$ cat src/rtl/if_stage.sv
// Instruction-fetch stage with IF/ID register: owns the PC, bubbles decode while a
// branch is outstanding, then resumes or redirects when execute resolves it.
module if_stage #(
  parameter logic [31:0] RESET_PC   = 32'h0000_0000,
  parameter int          BR_TIMEOUT = 8,
  parameter int          CNT_W      = 16
) (
  input  logic             clk,
  input  logic             rst_n,
  output logic [31:0]      imem_addr,
  input  logic [31:0]      imem_rdata,
  input  logic             stall,
  input  logic             pc_nop_control,
  input  logic             br_resolve,
  input  logic             br_taken,
  input  logic [31:0]      br_target,
  output logic [31:0]      if_id_instr,
  output logic [31:0]      if_id_pc,
  output logic             if_id_valid,
  output logic             br_timeout_err,
  output logic             misalign_err,
  output logic [CNT_W-1:0] bubble_cnt
);

  localparam int             WC_W = $clog2(BR_TIMEOUT + 1) + 1;
  localparam logic [WC_W-1:0] TMO = WC_W'(BR_TIMEOUT);

  typedef enum logic {FETCH, WAIT_BR} state_t;

  state_t          r_state, w_state_nxt;
  logic [31:0]     r_pc, w_pc_nxt;
  logic [31:0]     r_instr, r_ifid_pc;
  logic            r_valid;
  logic [WC_W-1:0] r_wait_cnt, w_wait_sat;
  logic            r_tmo_err, r_mis_err;
  logic [CNT_W-1:0] r_bcnt;
  logic            w_load, w_bubble, w_wait_clr, w_wait_inc, w_mis_set;

  assign imem_addr      = r_pc;
  assign if_id_instr    = r_instr;
  assign if_id_pc       = r_ifid_pc;
  assign if_id_valid    = r_valid;
  assign br_timeout_err = r_tmo_err;
  assign misalign_err   = r_mis_err;
  assign bubble_cnt     = r_bcnt;

  assign w_wait_sat = (r_wait_cnt == TMO) ? TMO : r_wait_cnt + 1'b1;

  // Priority: resolve > WAIT_BR bubbling (ignores stall) > stall > nop request > fetch
  always_comb begin
    w_state_nxt = r_state;
    w_pc_nxt    = r_pc;
    w_load      = 1'b0;
    w_bubble    = 1'b0;
    w_wait_clr  = 1'b0;
    w_wait_inc  = 1'b0;
    w_mis_set   = 1'b0;
    if (br_resolve) begin
      w_load      = 1'b1;
      w_bubble    = 1'b1;
      w_pc_nxt    = br_taken ? {br_target[31:2], 2'b00} : r_pc;
      w_state_nxt = FETCH;
      w_wait_clr  = 1'b1;
      w_mis_set   = br_taken && (br_target[1:0] != 2'b00);
    end else if (r_state == WAIT_BR) begin
      w_load     = 1'b1;
      w_bubble   = 1'b1;
      w_wait_inc = 1'b1;
    end else if (stall) begin
      w_load = 1'b0;
    end else if (pc_nop_control) begin
      w_load      = 1'b1;
      w_bubble    = 1'b1;
      w_state_nxt = WAIT_BR;
      w_wait_clr  = 1'b1;
    end else begin
      w_load   = 1'b1;
      w_pc_nxt = r_pc + 32'd4;
    end
  end

  always_ff @(posedge clk) begin
    if (!rst_n) begin
      r_state    <= FETCH;
      r_pc       <= RESET_PC;
      r_instr    <= '0;
      r_ifid_pc  <= '0;
      r_valid    <= 1'b0;
      r_wait_cnt <= '0;
      r_tmo_err  <= 1'b0;
      r_mis_err  <= 1'b0;
      r_bcnt     <= '0;
    end else begin
      r_state <= w_state_nxt;
      r_pc    <= w_pc_nxt;
      if (w_load) begin
        r_instr   <= w_bubble ? 32'h0 : imem_rdata;
        r_ifid_pc <= r_pc;
        r_valid   <= !w_bubble;
      end
      if (w_wait_clr) begin
        r_wait_cnt <= '0;
      end else if (w_wait_inc) begin
        r_wait_cnt <= w_wait_sat;
        if (w_wait_sat == TMO) r_tmo_err <= 1'b1;
      end
      if (w_mis_set) r_mis_err <= 1'b1;
      if (w_bubble && (r_bcnt != '1)) r_bcnt <= r_bcnt + 1'b1;
    end
  end

endmodule

$ cat config.mk
export PLATFORM = sky130hd
export DESIGN_NAME = if_stage
export DESIGN_NICKNAME = d
export VERILOG_FILES = /design/src/rtl/if_stage.sv
export SDC_FILE = /design/constraint.sdc
export NUM_CORES = 1
export LEC_CHECK = 0
export BUFFER_PORTS_ARGS = -buffer_cell sky130_fd_sc_hd__buf_2
export CORE_UTILIZATION = 36
export CTS_CLUSTER_DIAMETER = 40
export DETAILED_ROUTE_END_ITERATION = 6
export PLACE_DENSITY = 0.71
export SYNTH_ARGS = -nofsm -noshare
export SYNTH_HDL_FRONTEND = slang
export SYNTH_SLANG_ARGS = --single-unit
$ cat constraint.sdc
create_clock -name clk -period 6.4 [get_ports clk]
set_input_delay 1.6 -clock clk [delete_from_list [all_inputs] [get_ports clk]]
set_output_delay 1.6 -clock clk [all_outputs]
set_load 0.005 [all_outputs]
==> flow_results.xml <==
<?xml version="1.0" encoding="UTF-8"?>
<metrics>
  <group name="outcome">
    <metric name="outcome" unit="">complete, no violations</metric>
  </group>
  <group name="critical_path">
    <metric name="reg2reg_slack" unit="ns">3.76</metric>
    <metric name="path_max_fanout" unit="">53</metric>
    <metric name="ff2ff_path_depth" unit="">6</metric>
    <metric name="crit-reg2reg-capture" unit="">imem_addr[28]</metric>
    <metric name="r2r_start" unit="">imem_addr[2]</metric>
    <metric name="timing.critical_path.cells" unit="">buf_2 &gt; and2_0 &gt; nor2_1 &gt; or4_2 &gt; nand3_1 &gt; a31oi_1</metric>
    <metric name="path_class" unit="">in -&gt; reg</metric>
    <metric name="timing.critical_path.max_delay_family" unit="">simple AND/OR/NAND/NOR gates</metric>
    <metric name="worst_ep_arrival_time" unit="ns">4.00</metric>
    <metric name="critPathBufInv" unit="">1</metric>
    <metric name="worst_ep_required_time" unit="ns">6.65</metric>
    <metric name="timing.critical_path.slowest_cell_delay" unit="ns">0.70</metric>
    <metric name="worst_setup_path_start_kind" unit="">primary input</metric>
    <metric name="crit_slowest_cell" unit="">and2_0</metric>
    <metric name="critPathCaptureType" unit="">register</metric>
  </group>
  <group name="placed_design">
    <metric name="placement.io_buffers" unit="">180</metric>
    <metric name="placed_wire_length_estimate_after_detailed_placement" unit="um">10500</metric>
    <metric name="placed_cell_count" unit="">963</metric>
    <metric name="place_congestion" unit="">0.828</metric>
    <metric name="placed_area" unit="um^2">6220</metric>
    <metric name="dpl_worst_slack" unit="ns">2.25</metric>
  </group>
  <group name="clock_tree">
    <metric name="cts-buffers-inserted" unit="">17</metric>
    <metric name="ctsHoldBuffers" unit="">0</metric>
    <metric name="post-cts-setup-buffers" unit="">0</metric>
    <metric name="cts_max_path_bufs" unit="">2</metric>
    <metric name="worst_setup_hold_path_clk_slew" unit="ns">0.06</metric>
    <metric name="clkLatencyLatePin" unit="ns">0.42</metric>
    <metric name="cts_max_level" unit="">4</metric>
    <metric name="resized_gates_after_cts" unit="">0</metric>
    <metric name="tritoncts_num_sinks" unit="">117</metric>
    <metric name="cts-root-buf" unit="">clkbuf_16</metric>
    <metric name="tritoncts" unit="">done</metric>
  </group>
  <group name="synth">
    <metric name="synth_ff_type" unit="">dfxtp_1</metric>
    <metric name="syn_area" unit="um^2">5250</metric>
    <metric name="yosys.cell_types.count" unit="">62</metric>
    <metric name="post_synth_inst_count" unit="">646</metric>
    <metric name="ys_async_sr_fraction" unit="%">0</metric>
    <metric name="avgSynthCellArea" unit="um^2">8.13</metric>
    <metric name="yosysSeqAreaShare" unit="%">44.6</metric>
    <metric name="synth_enable_flop_cells" unit="">0</metric>
    <metric name="synth_seq_cells" unit="">117</metric>
    <metric name="yosysWarnings" unit="">0</metric>
  </group>
  <group name="pwr">
    <metric name="vdd_drop_max" unit="mV">0.185</metric>
    <metric name="power_density" unit="nW/um^2">273</metric>
    <metric name="p_leak" unit="nW">2.89</metric>
    <metric name="p_total" unit="mW">1.85</metric>
  </group>
  <group name="detailed_routing">
    <metric name="drt_drc_violations_left" unit="">0</metric>
    <metric name="drt-pass1-iter-count" unit="">7</metric>
    <metric name="drt.antenna.violating_nets" unit="">0</metric>
    <metric name="routed-via-count" unit="">5406</metric>
    <metric name="route.detailed.wl_per_inst" unit="um">15.7</metric>
    <metric name="routed_via_density" unit="">5.42</metric>
    <metric name="route.final.wire_length" unit="um">15600</metric>
    <metric name="detail_route.iter0.violations" unit="">422</metric>
  </group>
  <group name="floorplan">
    <metric name="ioPinCount" unit="">185</metric>
    <metric name="core_area" unit="um^2">14000</metric>
    <metric name="design.die.area" unit="um^2">15100</metric>
    <metric name="die_boundary_width" unit="um">123</metric>
    <metric name="chipHeight" unit="um">123</metric>
    <metric name="floorplan.initialDensity" unit="%">37.4</metric>
    <metric name="number_of_rows_created_at_floorplan" unit="">43</metric>
  </group>
  <group name="cells_and_area">
    <metric name="fillCellCount" unit="">1362</metric>
    <metric name="layout.cells.non_filler" unit="">997</metric>
    <metric name="final_layout_size_suffix_gt1_share" unit="%">27.9</metric>
    <metric name="layout.core_utilization" unit="%">48.4</metric>
    <metric name="num-nets-final" unit="">876</metric>
    <metric name="final_design_area_no_fill" unit="um^2">6790</metric>
    <metric name="areaGrowthSynthToFinish" unit="%">29.2</metric>
  </group>
  <group name="global_routing">
    <metric name="maximum_number_of_pins_on_one_net_before_global_route_repair" unit="">64</metric>
    <metric name="grt_first_pass_wirelength" unit="um">24400</metric>
    <metric name="number_of_global_route_vias_before_repair" unit="">4774</metric>
    <metric name="initial_antenna_violation_count" unit="">3</metric>
    <metric name="globalRouteTotalUtil" unit="%">21.1</metric>
    <metric name="grt_overflow" unit="">0</metric>
  </group>
  <group name="flow_run">
    <metric name="cap_violations" unit="">0</metric>
  </group>
  <group name="min_path">
    <metric name="hold-path-cell-count" unit="">2</metric>
    <metric name="timing.hold.worst.start" unit="">if_id_pc[17]</metric>
    <metric name="timing.hold.worst.class" unit="">reg -&gt; reg</metric>
    <metric name="hold_path_end" unit="">if_id_pc[17]</metric>
  </group>
  <group name="sta">
    <metric name="fin_setup_tns" unit="ns">0</metric>
    <metric name="slew-limit-headroom" unit="%">24.5</metric>
    <metric name="finalSetupViolCount" unit="">0</metric>
    <metric name="final.hold.worst_slack" unit="ns">0.446</metric>
    <metric name="clock_skew" unit="ns">0.00861</metric>
    <metric name="worstMarginPinSlew" unit="ns">1.13</metric>
    <metric name="clock.fmax" unit="GHz">0.267</metric>
    <metric name="min_period_over_period" unit="%">58.6</metric>
    <metric name="fin_crit" unit="ns">3.75</metric>
    <metric name="final.setup.worst_slack" unit="ns">2.65</metric>
    <metric name="drv_slew" unit="">0</metric>
    <metric name="setup_repair_after_global_routing_missed_its_margin" unit="">no</metric>
    <metric name="finalHoldViolCount" unit="">0</metric>
  </group>
</metrics>
layer usage:
layer	wire, um	vias to the layer above	global-route usage, %
met1	7030	2507	27.6
met2	6950	216	31.3
met5	0	-	0
met3	1140	29	6.51
met4	531	0	10.1
li1	-	2654	-
placed cells by master (no fill, tap or decap), drive strengths merged, types with 3 or more instances in the layout:
cell type,n
buf,184
dfxtp,117
nand2,94
nor2,80
a21oi,60
a22oi,36
nand3,19
o21ai,18
clkbuf,17
nand4,15
nor3,14
xor2,13
and3,13
o22ai,10
mux2i,9
clkinv,9
inv,8
a31oi,7
or4,7
o211ai,5
and4,5
a211oi,4
o21a,4
ha,4
conb,4
nor4,4
and2,4
diode,3
or3,3
xnor2,3
o31ai,3
a41oi,3
a221o,3
o311a,3
a221oi,3
clkinvlp,3
cell type report:
type	count	area, um^2	share of cell area [%]
Antenna cell	3	7.51	0.111
Clock buffer	17	425	6.26
Clock inverter	14	139	2.05
Inverter	8	30.0	0.442
Multi-Input combinational cell	474	2690	39.6
Sequential cell	117	2340	34.5
Tap cell	180	225	3.32
Timing Repair Buffer	184	931	13.7
cells in the mapped netlist (all sizes together) (5+ instances only):
cell type	n	area share [%]
o211ai	5	0.71
nand2	94	6.8
o22ai	10	1.2
or4	7	1.2
nand3	19	1.8
and3	13	1.5
buf	12	1.3
a21oi	60	5.7
clkbuf	38	2.7
nand4	15	1.9
a31oi	7	0.83
mux2i	9	1.7
nor2	80	5.7
a22oi	36	5.1
and4	5	0.86
xor2	13	2.2
inv	7	0.50
dfxtp	117	45
nor3	14	1.3
o21ai	18	1.7
worst min-delay path, stage by stage, from the launching register on:
cell	delay [ns]
dfxtp_1	0.30
nand2_1	0.05
a21oi_1	0.05
worst max path at each step:
stage | startpoint | to | cells past startpoint
6_report | br_resolve | imem_addr[19] | 6
5_1_grt | br_resolve | imem_addr[19] | 6
4_1_cts | br_resolve | imem_addr[19] | 6
3_5_place_dp | br_resolve | imem_addr[19] | 6
3_3_place_gp | br_resolve | imem_addr[19] | 6
2_1_floorplan | br_resolve | imem_addr[19] | 6
power breakdown:
part | switching, mW | internal [mW]
clock network | 0.345 | 0.566
logic | 0.0915 | 0.0654
registers | 0.0324 | 0.755
sequential cells by signal (all words and copies together), names as in the netlist:
name            count
r_state             1
misalign_err        1
br_timeout_err      1
if_id_pc           30
if_id_valid         1
if_id_instr        32
bubble_cnt         16
r_wait_cnt          5
imem_addr          30
logic make-up after synthesis:
group / after synthesis / share of synthesized area (%)
AOI/OAI and AO/OA: 175 / 21.8
xor gates and xnor gates: 16 / 2.67
and+or+nand+nor: 266 / 23.6
adders and majority gates: 4 / 0.953
other: 1 / 0.0714
buffers and inverters: 58 / 4.57
muxes: 9 / 1.71
DFF: 117 / 44.6
Power figures use the tool's default switching activity.
